**src/rtl/buffer_double_pkg.sv**
```systemverilog
// Shared types and helpers for the ping-pong stream buffer.
package buffer_double_pkg;

    typedef logic bank_t;

    // Counters must hold the value DEPTH itself (a full bank length).
    function automatic int cntw(input int depth);
        return $clog2(depth + 1);
    endfunction

endpackage

```
**src/rtl/buffer_double_bank.sv**
```systemverilog
// One bank of the ping-pong buffer: DEPTH x OWID register file,
// single write port, combinational read port, async active-high clear.
module buffer_double_bank #(
    parameter int DEPTH = 4,
    parameter int OWID  = 10,
    parameter int AW    = 2
) (
    input  logic            clk,
    input  logic            rst,
    input  logic            wr_en,
    input  logic [AW-1:0]   wr_addr,
    input  logic [OWID-1:0] wr_data,
    input  logic [AW-1:0]   rd_addr,
    output logic [OWID-1:0] rd_data
);

    logic [OWID-1:0] mem [DEPTH];

    always_ff @(posedge clk or posedge rst) begin
        if (rst) begin
            for (int i = 0; i < DEPTH; i++) begin
                mem[i] <= '0;
            end
        end else if (wr_en) begin
            mem[wr_addr] <= wr_data;
        end
    end

    assign rd_data = mem[rd_addr];

endmodule

```
**src/rtl/buffer_double_stream.sv**
```systemverilog
// Ping-pong double buffer with valid/ready on both sides; banks swap on full/empty.
// Optional BUFFER_DOUBLE_FLUSH_EN adds iFlush to close a partially filled bank early.
module buffer_double_stream
    import buffer_double_pkg::*;
#(
    parameter int IWID  = 10,
    parameter int OWID  = IWID,
    parameter int DEPTH = 4
) (
    input  logic            clk,
    input  logic            rst,
    input  logic            iValid,
    output logic            iReady,
    input  logic [IWID-1:0] iData,
    output logic            oValid,
    input  logic            oReady,
    output logic [OWID-1:0] oData,
    output logic            oLast,
`ifdef BUFFER_DOUBLE_FLUSH_EN
    input  logic            iFlush,
`endif
    output logic            oWBank
);

    localparam int CW = cntw(DEPTH);
    localparam int AW = (DEPTH > 1) ? $clog2(DEPTH) : 1;
    localparam logic [CW-1:0] LAST_W = CW'(DEPTH - 1);

    bank_t           w_bank;
    bank_t           r_bank;
    logic [CW-1:0]   w_cnt;
    logic [CW-1:0]   r_cnt;
    logic [1:0]      full;
    logic [1:0]      full_nxt;
    logic [CW-1:0]   len_rd;
    logic            wr_fire;
    logic            rd_fire;
    logic            w_close;
    logic            r_done;
    logic [OWID-1:0] wr_word;
    logic [OWID-1:0] rd_data [2];

    assign iReady  = ~full[w_bank];
    assign oValid  = full[r_bank];
    assign oWBank  = w_bank;
    assign wr_fire = iValid && iReady;
    assign rd_fire = oValid && oReady;
    assign wr_word = OWID'(iData);

`ifdef BUFFER_DOUBLE_FLUSH_EN
    logic [CW-1:0] len [2];
    logic [CW-1:0] w_cnt_inc;

    // Word count of the fill bank including this cycle's write; becomes the bank length on close.
    assign w_cnt_inc = w_cnt + CW'(wr_fire);
    assign w_close   = (wr_fire && (w_cnt == LAST_W)) ||
                       (iFlush && !full[w_bank] && (w_cnt_inc != '0));
    assign len_rd    = len[r_bank];

    always_ff @(posedge clk or posedge rst) begin
        if (rst) begin
            len[0] <= CW'(DEPTH);
            len[1] <= CW'(DEPTH);
        end else if (w_close) begin
            len[w_bank] <= w_cnt_inc;
        end
    end
`else
    assign w_close = wr_fire && (w_cnt == LAST_W);
    assign len_rd  = CW'(DEPTH);
`endif

    assign r_done = rd_fire && (r_cnt == len_rd - CW'(1));
    assign oLast  = oValid && (r_cnt == len_rd - CW'(1));

    // Read empties rBank and write fills wBank; when both fire they are always different banks.
    always_comb begin
        full_nxt = full;
        if (r_done) full_nxt[r_bank] = 1'b0;
        if (w_close) full_nxt[w_bank] = 1'b1;
    end

    always_ff @(posedge clk or posedge rst) begin
        if (rst) begin
            w_bank <= 1'b0;
            r_bank <= 1'b0;
            w_cnt  <= '0;
            r_cnt  <= '0;
            full   <= '0;
        end else begin
            full <= full_nxt;
            if (w_close) begin
                w_cnt  <= '0;
                w_bank <= ~w_bank;
            end else if (wr_fire) begin
                w_cnt <= w_cnt + CW'(1);
            end
            if (r_done) begin
                r_cnt  <= '0;
                r_bank <= ~r_bank;
            end else if (rd_fire) begin
                r_cnt <= r_cnt + CW'(1);
            end
        end
    end

    for (genvar b = 0; b < 2; b++) begin : g_bank
        buffer_double_bank #(
            .DEPTH (DEPTH),
            .OWID  (OWID),
            .AW    (AW)
        ) u_bank (
            .clk     (clk),
            .rst     (rst),
            .wr_en   (wr_fire && (w_bank == bank_t'(b))),
            .wr_addr (w_cnt[AW-1:0]),
            .wr_data (wr_word),
            .rd_addr (r_cnt[AW-1:0]),
            .rd_data (rd_data[b])
        );
    end

    assign oData = rd_data[r_bank];

endmodule

```
**config.mk**
```make
export PLATFORM = sky130hd
export DESIGN_NAME = buffer_double_stream
export DESIGN_NICKNAME = d
export VERILOG_FILES = /design/src/rtl/buffer_double_pkg.sv /design/src/rtl/buffer_double_bank.sv /design/src/rtl/buffer_double_stream.sv
export SDC_FILE = /design/constraint.sdc
export NUM_CORES = 1
export LEC_CHECK = 0
export CAP_MARGIN = 40
export CORE_ASPECT_RATIO = 0.8
export CORE_UTILIZATION = 27
export DETAILED_ROUTE_END_ITERATION = 10
export PLACE_DENSITY = 0.56
export SLEW_MARGIN = 30
export SYNTH_ARGS = -nofsm -noshare
export SYNTH_HDL_FRONTEND = slang
export SYNTH_SLANG_ARGS = --single-unit
export TNS_END_PERCENT = 5
```
**constraint.sdc**
```tcl
create_clock -name clk -period 2.51 [get_ports clk]
set_input_delay 0.251 -clock clk [delete_from_list [all_inputs] [get_ports clk]]
set_output_delay 0.251 -clock clk [all_outputs]
set_load 0.03 [all_outputs]
```
==> results of run 1 <==
-- sequential cells by signal (all words and copies together), names as in the netlist --
register / flops
g_bank.u_bank.mem: 80
r_cnt: 3
w_cnt: 3
full: 2
oWBank: 1
r_bank: 1
-- through the flow --
step | power, mW | cell area, um^2 | setup slack (ns)
finish | 7.064 | 5116 | 0.1217
global route | 7.492 | 5116 | 0.04705
CTS | 7.183 | 5116 | 0.09892
detailed placement | 5.866 | 4822 | 0.1372
global placement | 5.739 | 4822 | 0.2100
floorplan | 4.863 | 4235 | 0.5190
-- critical path: cells and delay by family (launching register included) --
family | cells | cell delay, ns
flops | 1 | 0.37
buf+inv | 2 | 0.57
mux | 2 | 0.85
-- power by group through the flow --
| stage | logic [mW] | registers, mW | clock network (mW) |
|---|---|---|---|
| after floorplan | 2.43 | 2.43 | 0 |
| final | 3.10 | 2.61 | 1.35 |
| after global routing | 3.33 | 2.71 | 1.45 |
| after CTS | 3.16 | 2.62 | 1.40 |
| after global placement | 3.13 | 2.61 | 0 |
| after detailed placement | 3.22 | 2.64 | 0 |
-- cell type report --
type	count	area (um^2)	share of cell area [%]
sequential	90	2253	44.04
multi-input combinational	151	1888	36.90
timing repair buffer	40	386.6	7.557
clock buffer	14	264.0	5.160
tap	210	262.8	5.136
clock inverter	2	35.03	0.6848
inverter	6	26.28	0.5136
-- cells in the final DEF (no fill, tap or decap) --
master | netlist | layout
mux4_2 | 1 | 1
nand2_1 | 7 | 7
o22a_1 | 1 | 1
buf_4 | 2 | 15
o2bb2ai_1 | 1 | 1
buf_12 | 0 | 3
inv_1 | 6 | 5
nand2b_1 | 1 | 1
and3_1 | 1 | 1
bufinv_16 | 0 | 1
ha_1 | 5 | 5
dlygate4sd2_1 | 0 | 5
a22o_1 | 1 | 1
mux2i_1 | 2 | 2
dfrtp_2 | 0 | 1
nand3_2 | 4 | 4
mux2_2 | 94 | 94
mux4_1 | 19 | 19
o21ai_0 | 1 | 1
and3b_1 | 1 | 1
a21oi_1 | 3 | 3
nor3_1 | 2 | 1
clkinv_2 | 0 | 1
clkinvlp_4 | 0 | 1
a31oi_1 | 3 | 3
clkdlybuf4s50_1 | 0 | 17
nor3_4 | 3 | 3
nor3_2 | 0 | 1
clkbuf_16 | 0 | 9
clkbuf_8 | 0 | 2
clkbuf_1 | 4 | 3
and2b_2 | 1 | 1
dfrtp_1 | 90 | 89
-- routing by layer --
metal	track usage, %	vias to the layer above	share of wire (%)
li1	-	1063	-
met1	15.83	1224	50
met2	18.59	30	46
met3	3.736	10	2.7
met4	4.373	0	1.2
met5	0	-	0
-- what timing repair did --
| action | CTS | global route |
|---|---|---|
| setup endpoints to repair | 6 | 0 |
| gates resized for setup | 6 | 0 |
| hold endpoints to repair | 0 | 0 |
-- cells by family after synthesis --
| logic type | share of synthesized area (%) |
|---|---|
| muxes | 37.82 |
| DFF | 53.22 |
| and+or+nand+nor | 3.667 |
| buffers and inverters | 2.276 |
| AOI/OAI and AO/OA | 1.537 |
| adders and majority gates | 1.478 |
-- final timing paths --
path | to | slack (ns) | cells past startpoint
min in group clk | g_bank[1].u_bank.mem[25]$_DFFE_PP0P_ | 0.50 | 1
worst max-delay path | oData[1] | 0.12 | 4
worst min register to register | g_bank[1].u_bank.mem[25]$_DFFE_PP0P_ | 0.50 | 1
worst min-delay path | g_bank[1].u_bank.mem[22]$_DFFE_PP0P_ | 0.28 | 2
worst max register to register | g_bank[1].u_bank.mem[9]$_DFFE_PP0P_ | 0.62 | 3
max in group asynchronous | g_bank[0].u_bank.mem[16]$_DFFE_PP0P_ | 1.69 | 3
==> results.sh, run 1 <==
export IMPL_first_pass_iters=4
export IMPL_hp_class="input port to asynchronous set/reset pin"
export IMPL_antenna_found_initial=0
export IMPL_rows=40
export IMPL_worst_ep_required_time_ns=2.26
export IMPL_grt_pass1_wl_mm=14.01
export IMPL_die_y_um=114.0
export IMPL_min_period_ns=2.388
export IMPL_syn_area_per_cell_um2=16.40
export IMPL_dp_cells=497
export IMPL_yosysWarnings=0
export IMPL_whs_ns=0.2791
export IMPL_synth_top_area_cell="dfrtp_1"
export IMPL_syn_inst=258
export IMPL_fmax_ghz=0.4187
export IMPL_fin_util_pct=33.74
export IMPL_yosysSeqAreaShare_pct=53.22
export IMPL_power_density_nw_per_um2=1381
export IMPL_cap_violations=0
export IMPL_rsz0062_at_grt="no"
export IMPL_drv_slew=0
export IMPL_synth_lib_cells_used_distinct=25
export IMPL_synth_ff_latch_count=90
export IMPL_synth_area_um2=4232
export IMPL_p_clk_share_pct=19.1
export IMPL_status="finished clean"
export IMPL_grt_max_degree=26
export IMPL_tightest_slew_ns=0.4993
export IMPL_synthTopCellsByArea="dfrtp_1 (53%), mux2_2 (25%), mux4_1 (12%), ha_1 (1.5%), nor3_4 (1.2%)"
export IMPL_worstSetupStartpointType="register"
export IMPL_irDropWorstVdd_uv=356.4
export IMPL_max_slew_margin_pct=66.72
export IMPL_arrival_ns=2.14
export IMPL_hpwl_mm=5.858
export IMPL_portBuffers=27
export IMPL_start_util_pct=27.90
export IMPL_p_int_mw=4.688
export IMPL_post_cts_buffers=0
export IMPL_nets=317
export IMPL_critical_path_max_stage_delay_ns=0.58
export IMPL_numCtsBuffers=9
export IMPL_setup_violations=0
export IMPL_core_area_um2=15160
export IMPL_cts_buffer_depth=2
export IMPL_io_pins=28
export IMPL_dieArea_um2=16180
export IMPL_critical_path_class="register to primary output"
export IMPL_combPwrFrac_pct=43.9
export IMPL_cts_root_buf="clkbuf_16"
export IMPL_gp_congestion=0.6941
export IMPL_viasPerCell=4.536
export IMPL_crit_fanout=23
export IMPL_htreeDepth=3
export IMPL_synth_top_cells_by_count="mux2_2 (94), dfrtp_1 (90), mux4_1 (19), nand2_1 (7), inv_1 (6)"
export IMPL_synth_top_flop_cell="dfrtp_1"
export IMPL_overflow=0
export IMPL_synth_fp_nets=277
export IMPL_setup_tns_ns=0
export IMPL_hold_viol_final=0
export IMPL_area_delta_synth_final_pct=20.90
export IMPL_synth_edff_count=0
export IMPL_finalCritPeriodShare_pct=95.15
export IMPL_postRouteAntennaNets=0
export IMPL_via_count=2327
export IMPL_clock_latency_ns=0.34
export IMPL_final_cells=513
export IMPL_path_cells="buf_12, mux4_1, mux2_2, dlygate4sd2_1"
export IMPL_drive_gt1_share_pct=45.21
export IMPL_drtIter0Drc=80
export IMPL_cts_sinks=90
export IMPL_ctsHoldBuffers=0
export IMPL_diodes=0
export IMPL_grt_usage_pct=12.01
export IMPL_netlist_area_leader_share_pct=53.22
export IMPL_nFillCells=1434
export IMPL_synth_async_sr_flop_share_pct=100.0
export IMPL_drcViolationCount=0
export IMPL_synth_most_common_cell="mux2_2"
export IMPL_die_x_um=142.0
export IMPL_grt_pass1_vias=2453
export IMPL_leakage_nw=2.204
export IMPL_cp_end_kind="primary output"
export IMPL_switching_share_pct=33.64
export IMPL_cts_tree="yes"
export IMPL_power_switching_mw=2.376
export IMPL_clkTransAtPathRegs_ns=0.06
export IMPL_wl_mm=9.000
export IMPL_p_seq_share_pct=37.0
export IMPL_wl_per_cell_um=17.54
export IMPL_r2r_start="oWBank$_DFFE_PP0P_"
export IMPL_fin_skew_ns=0.006769
export IMPL_crit_start="r_cnt[0]$_DFFE_PP0P_"
export IMPL_cp_slowest_cell="mux4_1"
No activity file was read; power rests on OpenSTA's default activity.
==> run 2: changes to the inputs <==
--- a/config.mk
+++ b/config.mk
@@ -9,7 +9,8 @@
 export CORE_ASPECT_RATIO = 0.8
 export CORE_UTILIZATION = 27
 export DETAILED_ROUTE_END_ITERATION = 10
-export PLACE_DENSITY = 0.56
+export DONT_BUFFER_PORTS = 1
+export PLACE_DENSITY = 0.54
 export SLEW_MARGIN = 30
 export SYNTH_ARGS = -nofsm -noshare
 export SYNTH_HDL_FRONTEND = slang
==> run 2 against run 1 <==
Maximum frequency increased by 6.1%; clock power decreased by 6%; via count decreased by 3.0%; critical path depth decreased by 1; largest cell class unchanged; largest power group unchanged; sequential share of layout area increased by 2.4 points; cell count decreased by 4.9%; cell area decreased by 5.1%.
==> results.sh, run 2 (synthesis gave the netlist of run 1 again) <==
export IMPL_area_delta_synth_final_pct=14.70
export IMPL_viasPerCell=4.627
export IMPL_die_x_um=142.0
export IMPL_overflow=0
export IMPL_diodes=0
export IMPL_power_density_nw_per_um2=1368
export IMPL_cts_root_buf="clkbuf_16"
export IMPL_drive_gt1_share_pct=47.84
export IMPL_cap_violations=0
export IMPL_power_switching_mw=2.339
export IMPL_io_pins=28
export IMPL_whs_ns=0.02076
export IMPL_preCtsSetupSlack_ns=0.6064
export IMPL_nets=292
export IMPL_arrival_ns=2.00
export IMPL_fmax_ghz=0.4443
export IMPL_cts_sinks=90
export IMPL_antenna_found_initial=0
export IMPL_grt_max_degree=34
export IMPL_tightest_slew_ns=0.6667
export IMPL_wl_mm=8.796
export IMPL_dieArea_um2=16180
export IMPL_finalCritPeriodShare_pct=89.66
export IMPL_first_pass_iters=4
export IMPL_wl_per_cell_um=18.02
export IMPL_layout_common_cells="mux2_2 (94), dfrtp_1 (90), mux4_1 (19), buf_4 (11), clkbuf_16 (9)"
export IMPL_p_clk_share_pct=19.1
export IMPL_grt_pass1_wl_mm=13.99
export IMPL_cts_resized=0
export IMPL_nFillCells=1513
export IMPL_crit_fanout=20
export IMPL_irDropWorstVdd_uv=474.0
export IMPL_setup_tns_ns=0
export IMPL_switching_share_pct=35.24
export IMPL_post_cts_buffers=0
export IMPL_die_y_um=114.0
export IMPL_drtIter0Drc=89
export IMPL_combPwrFrac_pct=42.4
export IMPL_r2r_start="w_cnt[0]$_DFFE_PP0P_"
export IMPL_largest_register="g_bank.u_bank.mem"
export IMPL_numCtsBuffers=9
export IMPL_largest_reg_flops=80
export IMPL_status="finished clean"
export IMPL_layout_commonest_cell="mux2_2"
export IMPL_drcViolationCount=0
export IMPL_hold_depth=1
export IMPL_postRouteAntennaNets=0
export IMPL_portBuffers=0
export IMPL_cts_tree="yes"
export IMPL_rows=40
export IMPL_hp_class="input port to register"
export IMPL_clkTransAtPathRegs_ns=0.06
export IMPL_worstSetupStartpointType="register"
export IMPL_via_count=2258
export IMPL_p_seq_share_pct=38.5
export IMPL_max_slew_margin_pct=55.46
export IMPL_rsz0062_at_grt="no"
export IMPL_clock_latency_ns=0.34
export IMPL_htreeDepth=3
export IMPL_ff2ff_path_depth=5
export IMPL_worst_ep_required_time_ns=2.26
export IMPL_critical_path_class="register to primary output"
export IMPL_crit_start="r_cnt[0]$_DFFE_PP0P_"
export IMPL_hold_viol_final=0
export IMPL_top_regs="g_bank.u_bank.mem (80), r_cnt (3), w_cnt (3)"
export IMPL_grt_pass1_vias=2388
export IMPL_design_area_um2=4853
export IMPL_cts_buffer_depth=2
export IMPL_min_period_ns=2.251
export IMPL_drv_slew=0
export IMPL_cp_end_kind="primary output"
export IMPL_fin_skew_ns=0.006029
export IMPL_start_util_pct=27.90
export IMPL_min_from="oReady"
export IMPL_ctsHoldBuffers=2
export IMPL_placed_area_um2=4552
export IMPL_fin_util_pct=32.01
export IMPL_hpwl_mm=5.727
export IMPL_grt_usage_pct=11.85
export IMPL_leakage_nw=2.077
export IMPL_p_int_mw=4.299
export IMPL_finalWorstSetupSlack_ns=0.2594
export IMPL_core_area_um2=15160
export IMPL_setup_violations=0
export IMPL_gp_congestion=0.7318
==> run 2: worst max-delay path, stage by stage (launching register included) <==
cell,delay (ns)
dfrtp_1,0.47
buf_12,0.23
mux4_1,0.57
mux2_2,0.38
==> run 2: final cells by class <==
type,instances,area [um^2],share of cell area (%)
flip-flops and latches,90,2252,46.40
multi-input cells,151,1888,38.90
well taps,210,262.8,5.414
clock buffers,11,242.7,5.001
repair buffers,15,142.6,2.939
clock inverters,5,38.79,0.7992
inverters,6,26.28,0.5414
==> run 2: routing by layer <==
layer  GRT usage [%]  wire length, um
met4           3.226               85
met3           3.484              381
met5               0                0
met1           16.00             4243
met2           18.56             4086
==> run 2: power by group through the flow <==
| stage | combinational [mW] | clock [mW] | sequential (mW) |
|---|---|---|---|
| 5_1_grt | 3.03 | 1.37 | 2.66 |
| 4_1_cts | 2.88 | 1.32 | 2.56 |
| 6_report | 2.82 | 1.27 | 2.55 |
| 3_3_place_gp | 2.79 | 0 | 2.58 |
| 2_1_floorplan | 2.43 | 0 | 2.43 |
| 3_5_place_dp | 2.87 | 0 | 2.59 |
==> run 2: stage by stage <==
stage | std cells | total power [mW]
floorplan | 258 | 4.863
global placement | 470 | 5.365
detailed placement | 470 | 5.455
CTS | 488 | 6.756
global route | 488 | 7.065
finish | 488 | 6.638
==> run 2: final timing paths <==
path / end / slack [ns]
worst max-delay path: oData[3] / 0.26
worst min-delay path: r_cnt[2]$_DFFE_PP0P_ / 0.02
worst max register to register: g_bank[0].u_bank.mem[2]$_DFFE_PP0P_ / 0.78
worst min register to register: g_bank[0].u_bank.mem[23]$_DFFE_PP0P_ / 0.50
max in group asynchronous: g_bank[1].u_bank.mem[31]$_DFFE_PP0P_ / 1.19
min in group asynchronous: g_bank[1].u_bank.mem[35]$_DFFE_PP0P_ / 0.48
==> run 3: changes to the inputs <==
--- a/config.mk
+++ b/config.mk
@@ -7,9 +7,12 @@
 export LEC_CHECK = 0
 export CAP_MARGIN = 40
 export CORE_ASPECT_RATIO = 0.8
+export CORE_MARGIN = 10
 export CORE_UTILIZATION = 27
+export CTS_CLUSTER_SIZE = 28
 export DETAILED_ROUTE_END_ITERATION = 10
 export DONT_BUFFER_PORTS = 1
+export GPL_TIMING_DRIVEN = 0
 export PLACE_DENSITY = 0.54
 export SLEW_MARGIN = 30
 export SYNTH_ARGS = -nofsm -noshare
==> run 3 against run 2 <==
Clock-buffer cell count is 2 lower; via count is 0.84% higher; sequential power hardly changed; hold slack worse by 0.0048 ns; non-clock buffer count is 3 higher; wire length is 7.2% higher.
==> results.sh, run 3 (synthesis gave the netlist of run 1 again) <==
export IMPL_status="finished clean"
export IMPL_final_cells=491
export IMPL_largest_reg_flops=80
export IMPL_drv_slew=0
export IMPL_design_area_um2=4915
export IMPL_cp_end_kind="primary output"
export IMPL_cap_violations=0
export IMPL_drive_gt1_share_pct=47.33
export IMPL_dieArea_um2=21110
export IMPL_min_period_ns=2.362
export IMPL_drtIter0Drc=59
export IMPL_wl_per_cell_um=19.21
export IMPL_leakage_nw=2.108
export IMPL_finalWorstSetupSlack_ns=0.1481
export IMPL_nets=295
export IMPL_largest_register="g_bank.u_bank.mem"
export IMPL_min_from="oReady"
export IMPL_cts_buffer_depth=2
export IMPL_first_pass_iters=4
export IMPL_power_density_nw_per_um2=1401
export IMPL_clkTransAtPathRegs_ns=0.06
export IMPL_viasPerCell=4.637
export IMPL_diodes=0
export IMPL_rsz0062_at_grt="no"
export IMPL_grt_usage_pct=9.167
export IMPL_placed_area_um2=4574
export IMPL_overflow=0
export IMPL_die_y_um=132.0
export IMPL_preCtsSetupSlack_ns=0.3818
export IMPL_regToRegEndpoint="g_bank[0].u_bank.mem[33]$_DFFE_PP0P_"
export IMPL_drcViolationCount=0
export IMPL_dp_cells=473
export IMPL_io_pins=28
export IMPL_arrival_ns=2.11
export IMPL_hp_class="input port to register"
export IMPL_irDropWorstVdd_uv=439.8
export IMPL_layout_commonest_cell="mux2_2"
export IMPL_tightest_slew_ns=0.7758
export IMPL_fmax_ghz=0.4234
export IMPL_crit_fanout=10
export IMPL_core_area_um2=15210
export IMPL_nFillCells=1524
export IMPL_start_util_pct=27.81
export IMPL_top_regs="g_bank.u_bank.mem (80), r_cnt (3), w_cnt (3)"
export IMPL_cts_tree="yes"
export IMPL_grt_pass1_wl_mm=14.86
export IMPL_via_count=2277
export IMPL_htreeDepth=3
export IMPL_die_x_um=160.0
export IMPL_hpwl_mm=6.246
export IMPL_numCtsBuffers=9
export IMPL_wl_mm=9.430
export IMPL_antenna_found_initial=0
export IMPL_r2r_start="w_cnt[0]$_DFFE_PP0P_"
export IMPL_hold_depth=1
export IMPL_power_mw=6.888
export IMPL_setup_violations=0
export IMPL_worst_ep_required_time_ns=2.26
export IMPL_area_delta_synth_final_pct=16.14
export IMPL_postRouteAntennaNets=0
export IMPL_max_slew_margin_pct=48.11
export IMPL_critical_path_class="register to primary output"
export IMPL_clock_latency_ns=0.34
export IMPL_layout_common_cells="mux2_2 (94), dfrtp_1 (90), mux4_1 (19), clkbuf_16 (9), nand2_1 (7)"
export IMPL_fin_skew_ns=0.004092
export IMPL_cts_root_buf="clkbuf_16"
export IMPL_rows=40
export IMPL_cts_sinks=90
export IMPL_whs_endpoint="r_cnt[2]$_DFFE_PP0P_"
export IMPL_grt_max_degree=28
export IMPL_ff2ff_path_depth=5
export IMPL_grt_pass1_vias=2496
export IMPL_gp_congestion=0.7062
export IMPL_reg2reg_slack_ns=0.56
export IMPL_setup_tns_ns=0
export IMPL_portBuffers=0
export IMPL_finalCritPeriodShare_pct=94.10
export IMPL_worstSetupStartpointType="register"
export IMPL_hold_viol_final=0
[run 3: worst max path at each step]
stage	startpoint	end	slack, ns	depth (start not counted)
2_1_floorplan	oWBank$_DFFE_PP0P_	w_cnt[0]$_DFFE_PP0P_	0.52	4
4_1_cts	r_bank$_DFFE_PP0N_	oData[5]	0.01	3
6_report	r_cnt[1]$_DFFE_PP0P_	oData[4]	0.15	3
5_1_grt	r_cnt[1]$_DFFE_PP0P_	oData[4]	0.002	3
3_3_place_gp	oWBank$_DFFE_PP0P_	w_cnt[0]$_DFFE_PP0P_	0.31	4
3_5_place_dp	r_bank$_DFFE_PP0N_	oData[5]	0.38	3
[run 3: routing by layer]
layer  track usage [%]  vias up  wire [um]
li1                  -     1021          -
met1             11.78     1214       4500
met2             14.34       33       4324
met3             3.340        9        517
met4             2.138        0         87
met5                 0        -          0
[run 3: where the power goes]
group | internal, mW | switching, mW
Sequential | 2.17 | 0.371
Combinational | 1.44 | 1.47
Clock | 0.872 | 0.564
Total | 4.48 | 2.40
[run 3: metrics by stage]
stage                     utilization [%]  hold slack [ns]
after floorplan                         -           0.3532
after global placement              29.56           0.3609
after detailed placement            30.07           0.1892
after CTS                           32.22         0.002190
after global routing                32.30         0.003868
final                               32.30          0.01599
[run 3: cell type report]
| type | instances | area (um^2) | share of cell area [%] |
|---|---|---|---|
| flip-flops and latches | 90 | 2252 | 45.82 |
| multi-input cells | 151 | 1883 | 38.31 |
| well taps | 210 | 262.8 | 5.346 |
| clock buffers | 9 | 225.2 | 4.582 |
| repair buffers | 7 | 97.59 | 1.986 |
| clock inverters | 7 | 92.59 | 1.884 |
| plain buffers | 11 | 75.07 | 1.527 |
| inverters | 6 | 26.28 | 0.5346 |
[run 3: timing repair]
item | CTS | global route
hold buffers | 1 | 0
setup endpoints to repair | 0 | 5
hold endpoints to repair | 20 | 0
buffers inserted | 0 | 0
gates resized for setup | 0 | 3
[run 3: worst max-delay path: stages, from the launching register on]
cell and delay, ns:
dfrtp_1 0.39, clkbuf_1 0.57, mux4_1 0.42, mux2_2 0.38
